--- src/rtl/svm_dot_ctrl_if.sv ---
// Command/result handshake between the SVM top-level control and the dot-product sequencer.
// master = SVM control side, slave = svm_dot_ctrl.
interface svm_dot_ctrl_if #(
    parameter int ADDR_W = 10,
    parameter int LEN_W  = 11,
    parameter int ACC_W  = 48
);
    logic              cmd_valid;
    logic              cmd_ready;
    logic [ADDR_W-1:0] cmd_base;
    logic [LEN_W-1:0]  cmd_len;
    logic              res_valid;
    logic              res_ready;
    logic [ACC_W-1:0]  res_data;
    logic              res_ovf;
    logic              busy;

    modport master (
        output cmd_valid, cmd_base, cmd_len, res_ready,
        input  cmd_ready, res_valid, res_data, res_ovf, busy
    );

    modport slave (
        input  cmd_valid, cmd_base, cmd_len, res_ready,
        output cmd_ready, res_valid, res_data, res_ovf, busy
    );
endinterface

--- src/rtl/svm_dot_ctrl.sv ---
// SVM kernel dot-product sequencer: streams operand pairs through the shared pipelined multiplier
// and accumulates the products. Optional saturating accumulate: define SVM_DOT_SAT_EN.
module svm_dot_ctrl #(
    parameter int MUL_W   = 17,
    parameter int PROD_W  = 32,
    parameter int ACC_W   = 48,
    parameter int ADDR_W  = 10,
    parameter int LEN_W   = 11,
    parameter int MUL_LAT = 10
) (
    input  logic              clk,
    input  logic              rst_n,
    svm_dot_ctrl_if.slave     ctl,
    output logic              rd_en,
    output logic [ADDR_W-1:0] rd_addr,
    input  logic [MUL_W-1:0]  rd_data_a,
    input  logic [MUL_W-1:0]  rd_data_b,
    output logic              mul_en,
    output logic              mul_start,
    output logic [MUL_W-1:0]  mul_a,
    output logic [MUL_W-1:0]  mul_b,
    input  logic [PROD_W-1:0] mul_data
);

    typedef enum logic [1:0] {
        IDLE  = 2'd0,
        FETCH = 2'd1,
        DRAIN = 2'd2,
        DONE  = 2'd3
    } state_e;

    state_e              state_r;
    logic                cmd_ready_r, busy_r, res_valid_r, res_ovf_r;
    logic [ACC_W-1:0]    res_data_r;
    logic                rd_en_r, mul_start_r;
    logic [ADDR_W-1:0]   rd_addr_r;
    logic [LEN_W-1:0]    cnt_r;
    logic                rd_pend_r, op_vld_r;
    logic [MUL_W-1:0]    mul_a_r, mul_b_r;
    logic [MUL_LAT-1:0]  vpipe_r;
    logic [ACC_W-1:0]    acc_r, acc_nxt_s, sum_s;
    logic                ovf_r, ovf_nxt_s, ovf_add_s;
    logic                cap_s, drained_s;

    // Accumulate one sign-extended product; MSB of the result flags a clip.
    function automatic logic [ACC_W:0] acc_add(input logic [ACC_W-1:0] acc,
                                               input logic [PROD_W-1:0] prod);
`ifdef SVM_DOT_SAT_EN
        logic [ACC_W:0] sum;
        sum = {acc[ACC_W-1], acc} + {{(ACC_W+1-PROD_W){prod[PROD_W-1]}}, prod};
        if (sum[ACC_W] != sum[ACC_W-1]) begin
            acc_add = {1'b1, sum[ACC_W], {(ACC_W-1){~sum[ACC_W]}}};
        end else begin
            acc_add = {1'b0, sum[ACC_W-1:0]};
        end
`else
        logic [ACC_W-1:0] sum;
        sum = acc + {{(ACC_W-PROD_W){prod[PROD_W-1]}}, prod};
        acc_add = {1'b0, sum};
`endif
    endfunction

    // Capture decision and next accumulator value.
    always_comb begin
        cap_s                = mul_start_r & vpipe_r[MUL_LAT-1];
        {ovf_add_s, sum_s}   = acc_add(acc_r, mul_data);
        if (cap_s) begin
            acc_nxt_s = sum_s;
            ovf_nxt_s = ovf_r | ovf_add_s;
        end else begin
            acc_nxt_s = acc_r;
            ovf_nxt_s = ovf_r;
        end
        // The stream is contiguous, so the last capture is the one with nothing behind it.
        drained_s = cap_s & ~(|vpipe_r[MUL_LAT-2:0]) & ~op_vld_r & ~rd_pend_r;
    end

    // Operand stage and product-valid tracking alongside the multiplier pipeline.
    always_ff @(posedge clk or negedge rst_n) begin
        if (!rst_n) begin
            rd_pend_r <= 1'b0;
            op_vld_r  <= 1'b0;
            mul_a_r   <= {MUL_W{1'b0}};
            mul_b_r   <= {MUL_W{1'b0}};
            vpipe_r   <= {MUL_LAT{1'b0}};
        end else begin
            rd_pend_r <= rd_en_r;
            op_vld_r  <= rd_pend_r;
            if (rd_pend_r) begin
                mul_a_r <= rd_data_a;
                mul_b_r <= rd_data_b;
            end else begin
                mul_a_r <= {MUL_W{1'b0}};
                mul_b_r <= {MUL_W{1'b0}};
            end
            if (mul_start_r) begin
                vpipe_r <= {vpipe_r[MUL_LAT-2:0], op_vld_r};
            end
        end
    end

    // Control FSM with registered handshake, read and multiplier-control outputs.
    always_ff @(posedge clk or negedge rst_n) begin
        if (!rst_n) begin
            state_r     <= IDLE;
            cmd_ready_r <= 1'b1;
            busy_r      <= 1'b0;
            res_valid_r <= 1'b0;
            res_data_r  <= {ACC_W{1'b0}};
            res_ovf_r   <= 1'b0;
            rd_en_r     <= 1'b0;
            rd_addr_r   <= {ADDR_W{1'b0}};
            cnt_r       <= {LEN_W{1'b0}};
            mul_start_r <= 1'b0;
            acc_r       <= {ACC_W{1'b0}};
            ovf_r       <= 1'b0;
        end else begin
            case (state_r)
                IDLE: begin
                    if (ctl.cmd_valid) begin
                        cmd_ready_r <= 1'b0;
                        busy_r      <= 1'b1;
                        acc_r       <= {ACC_W{1'b0}};
                        ovf_r       <= 1'b0;
                        if (ctl.cmd_len == {LEN_W{1'b0}}) begin
                            state_r     <= DONE;
                            res_valid_r <= 1'b1;
                            res_data_r  <= {ACC_W{1'b0}};
                            res_ovf_r   <= 1'b0;
                        end else begin
                            state_r     <= FETCH;
                            rd_en_r     <= 1'b1;
                            rd_addr_r   <= ctl.cmd_base;
                            cnt_r       <= ctl.cmd_len - LEN_W'(1);
                            mul_start_r <= 1'b1;
                        end
                    end
                end
                FETCH: begin
                    acc_r <= acc_nxt_s;
                    ovf_r <= ovf_nxt_s;
                    if (cnt_r == {LEN_W{1'b0}}) begin
                        rd_en_r <= 1'b0;
                        state_r <= DRAIN;
                    end else begin
                        rd_addr_r <= rd_addr_r + ADDR_W'(1);
                        cnt_r     <= cnt_r - LEN_W'(1);
                    end
                end
                DRAIN: begin
                    acc_r <= acc_nxt_s;
                    ovf_r <= ovf_nxt_s;
                    if (drained_s) begin
                        state_r     <= DONE;
                        mul_start_r <= 1'b0;
                        res_valid_r <= 1'b1;
                        res_data_r  <= acc_nxt_s;
                        res_ovf_r   <= ovf_nxt_s;
                    end
                end
                DONE: begin
                    if (ctl.res_ready) begin
                        state_r     <= IDLE;
                        res_valid_r <= 1'b0;
                        cmd_ready_r <= 1'b1;
                        busy_r      <= 1'b0;
                    end
                end
                default: begin
                    state_r     <= IDLE;
                    cmd_ready_r <= 1'b1;
                    busy_r      <= 1'b0;
                    res_valid_r <= 1'b0;
                    rd_en_r     <= 1'b0;
                    mul_start_r <= 1'b0;
                end
            endcase
        end
    end

    assign ctl.cmd_ready = cmd_ready_r;
    assign ctl.busy      = busy_r;
    assign ctl.res_valid = res_valid_r;
    assign ctl.res_data  = res_data_r;
`ifdef SVM_DOT_SAT_EN
    assign ctl.res_ovf   = res_ovf_r;
`else
    assign ctl.res_ovf   = 1'b0;
`endif
    assign rd_en     = rd_en_r;
    assign rd_addr   = rd_addr_r;
    assign mul_en    = mul_start_r;
    assign mul_start = mul_start_r;
    assign mul_a     = mul_a_r;
    assign mul_b     = mul_b_r;

endmodule
--- src/flat_wrapper.sv ---
// flat-port wrapper written by rule: the top's interface ports become plain ports
module svm_dot_ctrl_flat 
#(
    parameter int MUL_W   = 17,
    parameter int PROD_W  = 32,
    parameter int ACC_W   = 48,
    parameter int ADDR_W  = 10,
    parameter int LEN_W   = 11,
    parameter int MUL_LAT = 10
)
  (clk, rst_n, rd_en, rd_addr, rd_data_a, rd_data_b, mul_en, mul_start, mul_a, mul_b, mul_data, ctl_cmd_valid, ctl_cmd_base, ctl_cmd_len, ctl_res_ready, ctl_cmd_ready, ctl_res_valid, ctl_res_data, ctl_res_ovf, ctl_busy);
  svm_dot_ctrl_if #(.ADDR_W(ADDR_W), .LEN_W(LEN_W), .ACC_W(ACC_W)) ctl_i ();
  input  logic clk;
  input  logic rst_n;
  output logic rd_en;
  output logic [ADDR_W-1:0] rd_addr;
  input  logic [MUL_W-1:0] rd_data_a;
  input  logic [MUL_W-1:0] rd_data_b;
  output logic mul_en;
  output logic mul_start;
  output logic [MUL_W-1:0] mul_a;
  output logic [MUL_W-1:0] mul_b;
  input  logic [PROD_W-1:0] mul_data;
  input wire logic [$bits(ctl_i.cmd_valid)-1:0] ctl_cmd_valid;
  input wire logic [$bits(ctl_i.cmd_base)-1:0] ctl_cmd_base;
  input wire logic [$bits(ctl_i.cmd_len)-1:0] ctl_cmd_len;
  input wire logic [$bits(ctl_i.res_ready)-1:0] ctl_res_ready;
  output wire logic [$bits(ctl_i.cmd_ready)-1:0] ctl_cmd_ready;
  output wire logic [$bits(ctl_i.res_valid)-1:0] ctl_res_valid;
  output wire logic [$bits(ctl_i.res_data)-1:0] ctl_res_data;
  output wire logic [$bits(ctl_i.res_ovf)-1:0] ctl_res_ovf;
  output wire logic [$bits(ctl_i.busy)-1:0] ctl_busy;
  assign ctl_i.cmd_valid = ctl_cmd_valid;
  assign ctl_i.cmd_base = ctl_cmd_base;
  assign ctl_i.cmd_len = ctl_cmd_len;
  assign ctl_i.res_ready = ctl_res_ready;
  assign ctl_cmd_ready = ctl_i.cmd_ready;
  assign ctl_res_valid = ctl_i.res_valid;
  assign ctl_res_data = ctl_i.res_data;
  assign ctl_res_ovf = ctl_i.res_ovf;
  assign ctl_busy = ctl_i.busy;
  svm_dot_ctrl #(.MUL_W(MUL_W), .PROD_W(PROD_W), .ACC_W(ACC_W), .ADDR_W(ADDR_W), .LEN_W(LEN_W), .MUL_LAT(MUL_LAT)) u_core (.clk(clk), .rst_n(rst_n), .ctl(ctl_i), .rd_en(rd_en), .rd_addr(rd_addr), .rd_data_a(rd_data_a), .rd_data_b(rd_data_b), .mul_en(mul_en), .mul_start(mul_start), .mul_a(mul_a), .mul_b(mul_b), .mul_data(mul_data));
endmodule
--- config.mk ---
export PLATFORM = sky130hd
export DESIGN_NAME = svm_dot_ctrl_flat
export DESIGN_NICKNAME = d
export VERILOG_FILES = /design/src/rtl/svm_dot_ctrl_if.sv /design/src/rtl/svm_dot_ctrl.sv /design/src/flat_wrapper.sv
export SDC_FILE = /design/constraint.sdc
export NUM_CORES = 1
export LEC_CHECK = 0
export CAP_MARGIN = 40
export CORE_MARGIN = 2
export CORE_UTILIZATION = 53
export CTS_CLUSTER_DIAMETER = 60
export CTS_CLUSTER_SIZE = 16
export DETAILED_ROUTE_END_ITERATION = 6
export GPL_ROUTABILITY_DRIVEN = 0
export PLACE_DENSITY_LB_ADDON = 0.1
export SYNTH_ARGS = -nofsm -noshare
export SYNTH_HDL_FRONTEND = slang
export SYNTH_SLANG_ARGS = --single-unit
--- constraint.sdc ---
create_clock -name clk -period 3.4 [get_ports clk]
set_input_delay 0.51 -clock clk [delete_from_list [all_inputs] [get_ports clk]]
set_output_delay 0.51 -clock clk [all_outputs]
set_load 0.1 [all_outputs]
* Word-level counts from Yosys, hierarchy flattened
Index checks and enable logic that the tools add are counted.
Operators by class: add/subtract/negate cells 4, bitwise operators 7, equal/unequal tests 10, reductions and logical operators 18, mux-type cells 39
Operator list (count):
- 2-to-1 mux 48 bit | 5
- case mux 48 bit (2 select lines) | 2
- adder 48 bit | 1
- 2-to-1 mux 17 bit | 2
- 2-to-1 mux 11 bit | 3
- 2-to-1 mux 10 bit | 3
- zero test 11 bit | 2
- case mux 11 bit (2 select lines) | 1
- subtractor 11 x 1 -> 11 bit, second input constant | 2
- case mux 10 bit (2 select lines) | 1
- AND reduction 4 bit | 5
- 2-to-1 mux 1 bit | 11
- adder 10 x 1 -> 10 bit, second input constant | 1
- 2-to-1 mux 2 bit | 5
- OR reduction 9 bit | 1
- inequality test 2 bit, second input constant | 4
- case mux 1 bit (2 select lines) | 4
- case mux 2 bit (4 select lines) | 1
- nonzero test 2 bit | 4
- inequality test 2 x 1 -> 1 bit, second input constant | 3
- AND reduction 5 bit | 1
- bitwise AND 1 bit | 4
- == test 2 bit, second input constant | 2
- inverter 1 bit | 3
- 7 further kinds | 7
Word-level totals: flip-flop bits (word level) 170, logic and storage cells 93, output and inout bits 99, bits of input ports 91

* Longest topological paths before layout
Gate-level depths: netlist (run 1).
word-level depth 7, mapped depth 11, gate-level depth less buffers 11

* Worst setup path before layout (run 1)
No wires, ideal clock.
path type input-to-reg, start in mul_data[0], end reg u_core.acc_r[42], library setup time 121 ps, stages 11, data arrival time 3100 ps, required time 3279 ps, path buffers 0, slack 179 ps, cell sequence ha_1 > fa_1 > a21o_1 > a211oi_2 > or4_4 > a2111o_1 > a31o_1 > o31a_4 > o31ai_4 > xnor2_1 > a22o_1
On the way: longest elaborated chain between the ends 3
RTL lines:
- start: declaration | RTL line flat_wrapper.sv:23 | input logic [PROD_W-1:0] mul_data;
- adder 48 bit | RTL line svm_dot_ctrl.sv:58 | sum = acc + {{(ACC_W-PROD_W){prod[PROD_W-1]}}, prod};
- 2-to-1 mux 48 bit | RTL line svm_dot_ctrl.sv:67 | if (cap_s) begin
- case mux 48 bit (2 select lines) | RTL line svm_dot_ctrl.sv:118 | case (state_r)
- end signal: assignment | RTL line svm_dot_ctrl.sv:115 | acc_r <= {ACC_W{1'b0}};
- end signal: assignment | RTL line svm_dot_ctrl.sv:123 | acc_r <= {ACC_W{1'b0}};
- end signal: assignment | RTL line svm_dot_ctrl.sv:140 | acc_r <= acc_nxt_s;
- end: declaration | RTL line svm_dot_ctrl.sv:41 | logic [ACC_W-1:0] acc_r, acc_nxt_s, sum_s;
Every way passes these cells. A chain may end at the register's enable or synchronous reset.

* Worst setup path in the final report (run 1)
start reg u_core.acc_r[0], end reg u_core.res_data_r[46] (netlist: u_core.ctl.res_data[46])
On the way: longest elaborated chain between the ends 4
RTL lines:
- adder 48 bit | RTL line svm_dot_ctrl.sv:58
- 2-to-1 mux 48 bit | RTL line svm_dot_ctrl.sv:67
- 2-to-1 mux 48 bit | RTL line svm_dot_ctrl.sv:153 | if (drained_s) begin
- case mux 48 bit (2 select lines) | RTL line svm_dot_ctrl.sv:118
- end signal: assignment | RTL line svm_dot_ctrl.sv:109 | res_data_r <= {ACC_W{1'b0}};
- end signal: assignment | RTL line svm_dot_ctrl.sv:128 | res_data_r <= {ACC_W{1'b0}};
- end signal: assignment | RTL line svm_dot_ctrl.sv:157 | res_data_r <= acc_nxt_s;
- end: declaration | RTL line svm_dot_ctrl.sv:34 | logic [ACC_W-1:0] res_data_r;
Every way passes these cells. The select of a mux whose other input is x is not followed.

==> results.yml, run 1 <==
setup_path:
  cp-end-kind: "register"
  path_max_fanout: 5
  start_kind: "register"
  critPathArrivalTime_ps: 3770
  crit_required_ps: 3770
  crit_type: "reg -> reg"
drt:
  dr.first_iter.drc_count: 806
  routed_wl_mm: 33.0
  drc: 0
  vias: 10200
  drt_pre_antenna_iters: 6
  wl_per_cell_um: 19.3
  via_per_inst: 5.96
  antenna_left: 0
logic_synthesis:
  syn-instance-count: 1088
  synth_edf_count: 0
  synth_top_area_cell: "dfrtp_1"
  ys_warn_count: 0
  yosysUniqueCellTypes: 65
  ys_seq_elements: 170
  ys_top_cells_by_area: "dfrtp_1 (43%), ha_1 (6.7%), a21oi_1 (5.4%)"
  netlist_area_mm2: 0.00993
  ys.flop_type: "dfrtp_1"
  syn_nets: 1233
  ys_seq_area_share_pct: 42.9
  synth_top_cell_area_share_pct: 42.6
  syn_avg_cell_area_um2: 9.12
  async_flop_share_pct: 100
floorplan:
  initial_core_util_pct: 53.6
  die_h_um: 141
  chipWidth_um: 141
  die-area_mm2: 0.0198
  pin_count: 190
  core-area_mm2: 0.0185
  rows: 50
sta:
  finClkSkew_ps: 10.1
  layout_setup_ws_ps: 5.16
  worstMarginPinSlew_ps: 790
  max_slew_margin_pct: 47.2
  rsz0062_at_grt: "yes"
  slew_violations: 0
  max_freq_mhz: 295
  min_period_ps: 3390
  finalHoldWorstSlack_ps: 18.7
  tns_ps: 0
  hold_viol: 0
  final-setup-viol-count: 0
  finalCritPeriodShare_pct: 99.8
clock_tree:
  clkTransAtPathRegs_ps: 70
  cts_root_buf: "clkbuf_16"
  cts_tree: "done"
  htreeDepth: 4
  clk_path_buf_depth: 2
  clock-sinks: 170
  hold_buffers: 0
  clk_latency_ps: 440
  cts_buffers: 17
global_route:
  grt_use_total_pct: 33.5
  antenna_found_initial: 1
  grt-ovfl-total: 0
  grt_pass1_wl_mm: 53.0
  grt_max_degree: 65
  grt_pass1_vias: 10400
job:
  cap_violations: 0
outcome:
  status: "finished clean"
cells_and_area:
  mostFrequentLayoutCell: "clkdlybuf4s50_1"
  layout-drive-gt1-share_pct: 19.9
  layout_common_cells: "clkdlybuf4s50_1 (179), dfrtp_1 (169), buf_4 (131), nand2_1 (116), a21oi_1 (107)"
  nets: 1607
  area_growth_pct: 53.1
pwr:
  p_int_mw: 8.96
  p_leak_nw: 6.80
  power.density_mw_per_mm2: 1190
  p_switching_mw: 9.15
  seqPwrFrac_pct: 19.4
  clkPwrFrac_pct: 11.6
  peakVddDrop_uv: 806
  power.total_mw: 18.1
  switching_share_pct: 50.5
  pwr-share-comb_pct: 69.0
place:
  io_buffer_count: 188
  place_hpwl_mm: 23.1
  dp_slack_ps: -594
worst_hold_path:
  hp-class: "in -> async"
-- power groups by stage --
stage | combinational (mW) | sequential, mW | clock [mW]
after global routing | 13.2 | 3.58 | 2.20
after detailed placement | 12.1 | 3.49 | 0
after floorplan | 4.68 | 6.12 | 0
after CTS | 12.3 | 3.48 | 2.12
after global placement | 10.4 | 3.44 | 0
final | 12.5 | 3.51 | 2.10
-- state kept, by name, indices dropped and copies added, names as in the netlist, 2 cells and up --
name and cells:
u_core.mul_a 17, u_core.vpipe_r 10, u_core.acc_r 48, u_core.ctl.res_data 48, u_core.mul_b 17, u_core.cnt_r 11, u_core.rd_addr 10, u_core.state_r 2
-- layout make-up --
| type | instances | area (um^2) |
|---|---|---|
| multi-input combinational | 831 | 5420 |
| timing repair buffer | 414 | 4500 |
| sequential | 170 | 4260 |
| fill | 1125 | 3320 |
| clock buffer | 18 | 439 |
| tap | 234 | 293 |
| clock inverter | 13 | 179 |
| inverter | 28 | 105 |
| antenna | 1 | 2.50 |
-- critical path, stage by stage (launching register included) --
cell and delay (ps):
dfrtp_1 410, ha_4 190, fa_2 260, a21o_1 160, a211oi_2 90, or4_4 490, a2111o_1 470, a31o_1 280
o31a_4 330, o31ai_4 280, a211o_1 200, a32o_1 170
-- metal layers --
layer  vias up  global-route usage (%)  routed length, um
li1       4699                       -                  -
met5         -                       0                  0
met1      4872                    42.3              13100
met4         0                    12.5               1090
met3       109                    7.17               2230
met2       506                    57.1              16600
-- synth_stat cells, types with 2 or more instances --
cell and count:
dfrtp_1 169, nand2_1 116, a21oi_1 107, o21ai_0 105
nor2_1 60, clkbuf_1 53, ha_1 53, and2_1 38
nand3_1 35, a22o_1 34, inv_1 27, xnor2_1 26
mux2i_1 22, xor2_1 22, nand4_1 19, o22ai_1 17
o21bai_1 16, nor3_1 15, and3_1 14, mux2_2 12
o31ai_1 12, a21o_1 11, nand2b_1 10, a211oi_1 8
nor4_1 8, o21a_1 8, a31oi_1 5, a32o_1 5
a2111oi_0 4, nor2b_1 4, o211ai_1 4, or3_1 4
a41oi_1 3, o31a_1 3, a211o_1 2, a21boi_0 2
buf_1 2, buf_2 2, buf_4 2, o311ai_0 2
o32a_1 2, or2_2 2
-- worst paths after layout --
check / to / start / slack [ps] / cells after the start
worst max-delay path: u_core.ctl.res_data[46]$_DFFE_PN0P_ / u_core.acc_r[0]$_DFFE_PN0P_ / 5 / 11
worst min-delay path: u_core.mul_b[12]$_DFF_PN0_ / rst_n / 20 / 1
worst max register to register: u_core.ctl.res_data[46]$_DFFE_PN0P_ / u_core.acc_r[0]$_DFFE_PN0P_ / 5 / 11
worst min register to register: u_core.rd_pend_r$_DFF_PN0_ / u_core.rd_en$_DFFE_PN0P_ / 460 / 0
max in group asynchronous: u_core.ctl.cmd_ready$_DFFE_PN1P_ / rst_n / 2520 / 2
min in group clk: u_core.rd_pend_r$_DFF_PN0_ / u_core.rd_en$_DFFE_PN0P_ / 460 / 0
-- metrics by stage --
stage / instances / cell area (um^2) / util (%)
floorplan: 1088 / 9930 / -
global placement: 1575 / 12800 / 69.3
detailed placement: 1670 / 14500 / 78.0
CTS: 1707 / 15200 / 81.9
global route: 1709 / 15200 / 82.1
finish: 1709 / 15200 / 82.1
-- what timing repair did --
action | CTS | global route
pin swaps | 12 | 10
endpoints found under the setup margin | 12 | 22
gates resized for setup | 11 | 7
buffers inserted | 6 | 1
-- kinds of logic (layout without fill, tap and decap cells) --
logic type	after synthesis	after routing	synth area share (%)
XOR/XNOR	48	48	4.23
other	1	2	0.0378
multiplexers	34	34	3.58
buffers and inverters	87	473	3.39
flip-flops	170	170	42.9
adder cells (fa/ha/maj)	54	54	6.88
AO/OA/AOI/OAI	364	364	23.2
AND/OR/NAND/NOR	330	330	15.8
Power figures use the tool's default switching activity.
==> run 2: changes to the inputs <==
--- a/config.mk
+++ b/config.mk
@@ -6,7 +6,7 @@
 export NUM_CORES = 1
 export LEC_CHECK = 0
 export CAP_MARGIN = 40
-export CORE_MARGIN = 2
+export CORE_MARGIN = 8
 export CORE_UTILIZATION = 53
 export CTS_CLUSTER_DIAMETER = 60
 export CTS_CLUSTER_SIZE = 16
==> run 2 against run 1 <==
Effect of this change:
- die area up 18%
- wire length down 1.9%
- sequential share of layout area up 0.058 points
- utilization down 0.17 points
- sequential power about the same
- largest cell class unchanged
==> results.yml, run 2 (same netlist as run 1, synthesis figures left out) <==
outcome:
  status: "finished clean"
drt:
  via_per_inst: 5.88
  vias: 9971
  dr.first_iter.drc_count: 654
  antenna_left: 0
  drt_pre_antenna_iters: 5
  drc: 0
  routed_wl_mm: 32.4
  wl_per_cell_um: 19.1
sta:
  final-setup-viol-count: 0
  finClkSkew_ps: 9.45
  max_slew_margin_pct: 63.1
  tns_ps: 0
  slew_violations: 0
  rsz0062_at_grt: "no"
  min_period_ps: 3280
  max_freq_mhz: 305
  finalHoldWorstSlack_ps: 23.5
  hold_viol: 0
  worstMarginPinSlew_ps: 552
  finalCritPeriodShare_pct: 96.4
pwr:
  power.density_mw_per_mm2: 1180
  p_leak_nw: 6.76
  peakVddDrop_uv: 802
clock_tree:
  htreeDepth: 4
  clk_latency_ps: 430
  clkTransAtPathRegs_ps: 70
  cts_buffers: 17
  clk_path_buf_depth: 2
  clock-sinks: 170
  cts_tree: "done"
  cts_root_buf: "clkbuf_16"
place:
  place_area_mm2: 0.0145
  place_hpwl_mm: 24.2
  io_buffer_count: 188
setup_path:
  crit_required_ps: 3770
  start_kind: "primary input"
  crit_type: "in -> reg"
  rr_startpoint: "u_core.acc_r[0]$_DFFE_PN0P_"
  critPathArrivalTime_ps: 3650
  worst_r2r_path_depth: 11
  reg2reg_slack_ps: 180
  path_max_fanout: 5
  cp-end-kind: "register"
  reg2reg_to: "u_core.acc_r[44]$_DFFE_PN0P_"
cells_and_area:
  multiInputGateArea_mm2: 0.00543
  layout-drive-gt1-share_pct: 19.3
  mostFrequentLayoutCell: "clkdlybuf4s50_1"
  regArea_mm2: 0.00426
  area_growth_pct: 52.8
  layout_common_cells: "clkdlybuf4s50_1 (181), dfrtp_1 (169), buf_4 (117), nand2_1 (116), a21oi_1 (106)"
  final_area_mm2: 0.0152
  nets: 1591
  post-route-util_pct: 81.9
  fill_cells: 1113
global_route:
  grt_max_degree: 68
  grt-ovfl-total: 0
  grt_pass1_wl_mm: 53.3
  grt_pass1_vias: 10400
  antenna_found_initial: 2
  grt_use_total_pct: 27.9
floorplan:
  chipWidth_um: 153
  rows: 50
  initial_core_util_pct: 53.6
  core-area_mm2: 0.0185
  die_h_um: 153
  pin_count: 190
  die-area_mm2: 0.0234
worst_hold_path:
  hp-class: "in -> async"
job:
  cap_violations: 0
run 2: repair_timing:
action                                  in CTS  in global routing
endpoints found under the setup margin      13                 16
hold buffers                                 0                  0
gates resized for setup                      6                 14
buffers inserted                             1                  0
pin swaps                                   10                  9
run 2: cell type report:
type,instances,area share (%)
flip-flops and latches,170,28.1
multi-input cells,831,35.8
clock buffers,18,2.90
diodes,2,0.0330
clock inverters,14,1.04
well taps,234,1.93
inverters,28,0.693
repair buffers,398,29.5
run 2: worst max-delay path: stages:
cell	delay, ps
clkdlybuf4s50_1	470
ha_4	300
nand4_1	140
or4_4	580
a2111o_1	420
a31o_1	280
o31a_4	340
o21bai_1	180
xor2_1	230
a22o_1	180
run 2: worst max path at each step:
stage / slack (ps) / startpoint / endpoint / depth (start not counted)
finish: 120 / mul_data[10] / u_core.acc_r[44]$_DFFE_PN0P_ / 10
global route: 10 / mul_data[1] / u_core.acc_r[45]$_DFFE_PN0P_ / 13
CTS: 8 / mul_data[8] / u_core.ctl.res_data[46]$_DFFE_PN0P_ / 10
detailed placement: -610 / mul_data[7] / u_core.acc_r[45]$_DFFE_PN0P_ / 12
global placement: -460 / mul_data[0] / u_core.acc_r[42]$_DFFE_PN0P_ / 12
floorplan: 180 / mul_data[0] / u_core.acc_r[42]$_DFFE_PN0P_ / 11
run 2: power breakdown:
group,switching [mW],total [mW],internal [mW]
Combinational,7.49,12.4,4.87
Clock,0.922,1.99,1.07
Sequential,0.623,3.49,2.87
Total,9.03,17.8,8.80
run 2: per-stage QoR:
stage	power (mW)	instances	setup slack, ps
final	17.8	1695	121
after global routing	18.8	1695	14.3
after CTS	17.7	1693	8.05
after detailed placement	15.6	1660	-607
after global placement	13.8	1566	-461
after floorplan	10.8	1088	179
run 2: metal layers:
layer	vias to the layer above	routed length [um]	GRT usage [%]
met5	-	0	0
met2	375	16100	47.8
met3	68	1740	4.76
met4	0	986	12.0
met1	4858	13500	34.3
li1	4670	-	-
==> run 3: changes to the inputs <==
--- a/config.mk
+++ b/config.mk
@@ -8,11 +8,11 @@
 export CAP_MARGIN = 40
 export CORE_MARGIN = 8
 export CORE_UTILIZATION = 53
-export CTS_CLUSTER_DIAMETER = 60
 export CTS_CLUSTER_SIZE = 16
 export DETAILED_ROUTE_END_ITERATION = 6
 export GPL_ROUTABILITY_DRIVEN = 0
 export PLACE_DENSITY_LB_ADDON = 0.1
+export SLEW_MARGIN = 20
 export SYNTH_ARGS = -nofsm -noshare
 export SYNTH_HDL_FRONTEND = slang
 export SYNTH_SLANG_ARGS = --single-unit
==> results of run 3 <==
The final DEF is identical to that of run 2; final timing and power are the same.
==> patch, RTL diff (flow settings as in run 2) <==
Re-encode `state_e` (4 states) as Gray code, 2 bits wide.
--- a/src/rtl/svm_dot_ctrl.sv
+++ b/src/rtl/svm_dot_ctrl.sv
@@ -25,6 +25,6 @@
     typedef enum logic [1:0] {
-        IDLE  = 2'd0,
-        FETCH = 2'd1,
-        DRAIN = 2'd2,
-        DONE  = 2'd3
+        IDLE  = 2'b00,
+        FETCH = 2'b01,
+        DRAIN = 2'b11,
+        DONE  = 2'b10
     } state_e;
Check against the original RTL: no difference found for any inputs over 4 cycles, from zero or initial values and one cycle with rst_n low; so few cycles prove little.
==> patch against run 2 <==
  * The flow now finishes with violations (DRC)
  * Design area fell by 2.1%
  * Worst setup slack better by 0.036 ns
  * Count of clock-buffer cells in the layout is the same
  * Total power fell by 31%
  * Via count up 0.96%
  * Sequential power down 11%
  * First-iteration DRC count is 33% higher
  * Sequential cell count did not move
  * Routed wire length up 4.9%
  * Synthesized area decreased by 0.26%
  * Critical path type unchanged
  * Critical endpoint is now u_core.acc_r[41]$_DFFE_PN0P_
  * Largest power group unchanged
==> patch: results (changes against run 2) <==
- The run finished, with violations left.
- The final reports fail on DRC.
- The least setup slack across all paths after layout was 0.158 ns (+0.0361 ns).
- Capture point of the worst path: u_core.acc_r[41]$_DFFE_PN0P_
- Signal routing reaches up to met4.
- Post-Synth Adder-Cell Area: 6.39% (-0.49 points)
- The count of routing violations after the opening detailed-route iteration was 871 (+33%).
* Placed cell count: 1,609 (-3.1%)
- The combined area of all synthesized cells came to 9900 um^2 (-0.26%).
* Slew headroom: 45.9% (-17 points)
* Total DRC errors in the routed layout: 4 (+4)
* Multiplexer fraction of the synthesized cell area: 3.16% (-0.42 points)
- The routed length per placed instance is 20.7 um (+8.4%).
* Routed length on met2: 16,600 um (+2.7%)
- Cell variety after synth: 68 (+4.6%)
- Via-per-instance ratio: 6.13 (+4.3%)
- Placed standard-cell area: 14,200 um^2 (-1.5%)
* Leakage power of the design: 6.45 nW (-4.5%)
- The fraction of the mapped netlist area in compound gates was 23.3% (+0.15 points).
* Maximum number of pins on one net before global-route repair: 88 (+29%)
- The number of setup buffers added after CTS came to 0 (-1).
* Number of diodes: 0 (-2)
* Source of the critical timing path: mul_data[1]
* Post-cts gate resize count: 0 (-6)
- Initial antenna violation count: 0 (-2)
- Seq/Total Area, Yosys: 43.0% (+0.11 points)
* Minimum hold slack: 0.121 ns (+0.0977 ns)
* Fraction of final layout cells with drive strength greater than 1: 15.9% (-3.4 points)
* Total nets after synthesis: 1,231 (-0.16%)
- The placed wire-length estimate came to 24,800 um (+2.3%).
- After synthesis, the most frequently instantiated cells are dfrtp_1 (169), nand2_1 (124), a21oi_1 (121).
- The aggregate routed wire length came to 34,000 um (+4.9%).
* Number of fillers in the final layout: 1,115 (+0.18%)
* Number of iterations in the first detailed-routing pass: 7 (+2)
* Clock Skew: 0.0129 ns (+0.00350 ns)
* Worst slack at placement: -0.0888 ns (+0.518 ns)
- Critical path fanouts, max: 6 (+1)
- Detail Route met3 WL: 2550 um (+47%)
- Gr usage total: 29.0% (+1.1 points)
- Syn Inst Count: 1,090 (+0.18%)
- First-pass GRT wire length: 55,000 um (+3.2%)
* Vias in the first global route: 10,394 (-0.14%)
[patch: report_power, final]
part	total (mW)	switching, mW	leakage [nW]	internal, mW
Combinational	7.26	4.32	4.07	2.94
Sequential	3.09	0.499	2.08	2.59
Clock	2.04	0.961	0.301	1.08
Total	12.4	5.78	6.45	6.60
[patch: metal layers]
| metal | global-route usage [%] | up-vias |
|---|---|---|
| met2 | 49.3 | 477 |
| met5 | 0 | - |
| li1 | - | 4581 |
| met1 | 34.8 | 4909 |
| met3 | 7.29 | 100 |
| met4 | 11.3 | 0 |
[patch: layout make-up]
| cell class | instances | area [um^2] | area share (%) |
|---|---|---|---|
| Inverter | 11 | 41.3 | 0.278 |
| Clock buffer | 18 | 439 | 2.96 |
| Sequential cell | 170 | 4260 | 28.6 |
| Multi-Input combinational cell | 845 | 5370 | 36.1 |
| Tap cell | 234 | 293 | 1.97 |
| Timing Repair Buffer | 349 | 4290 | 28.9 |
| Clock inverter | 14 | 171 | 1.15 |
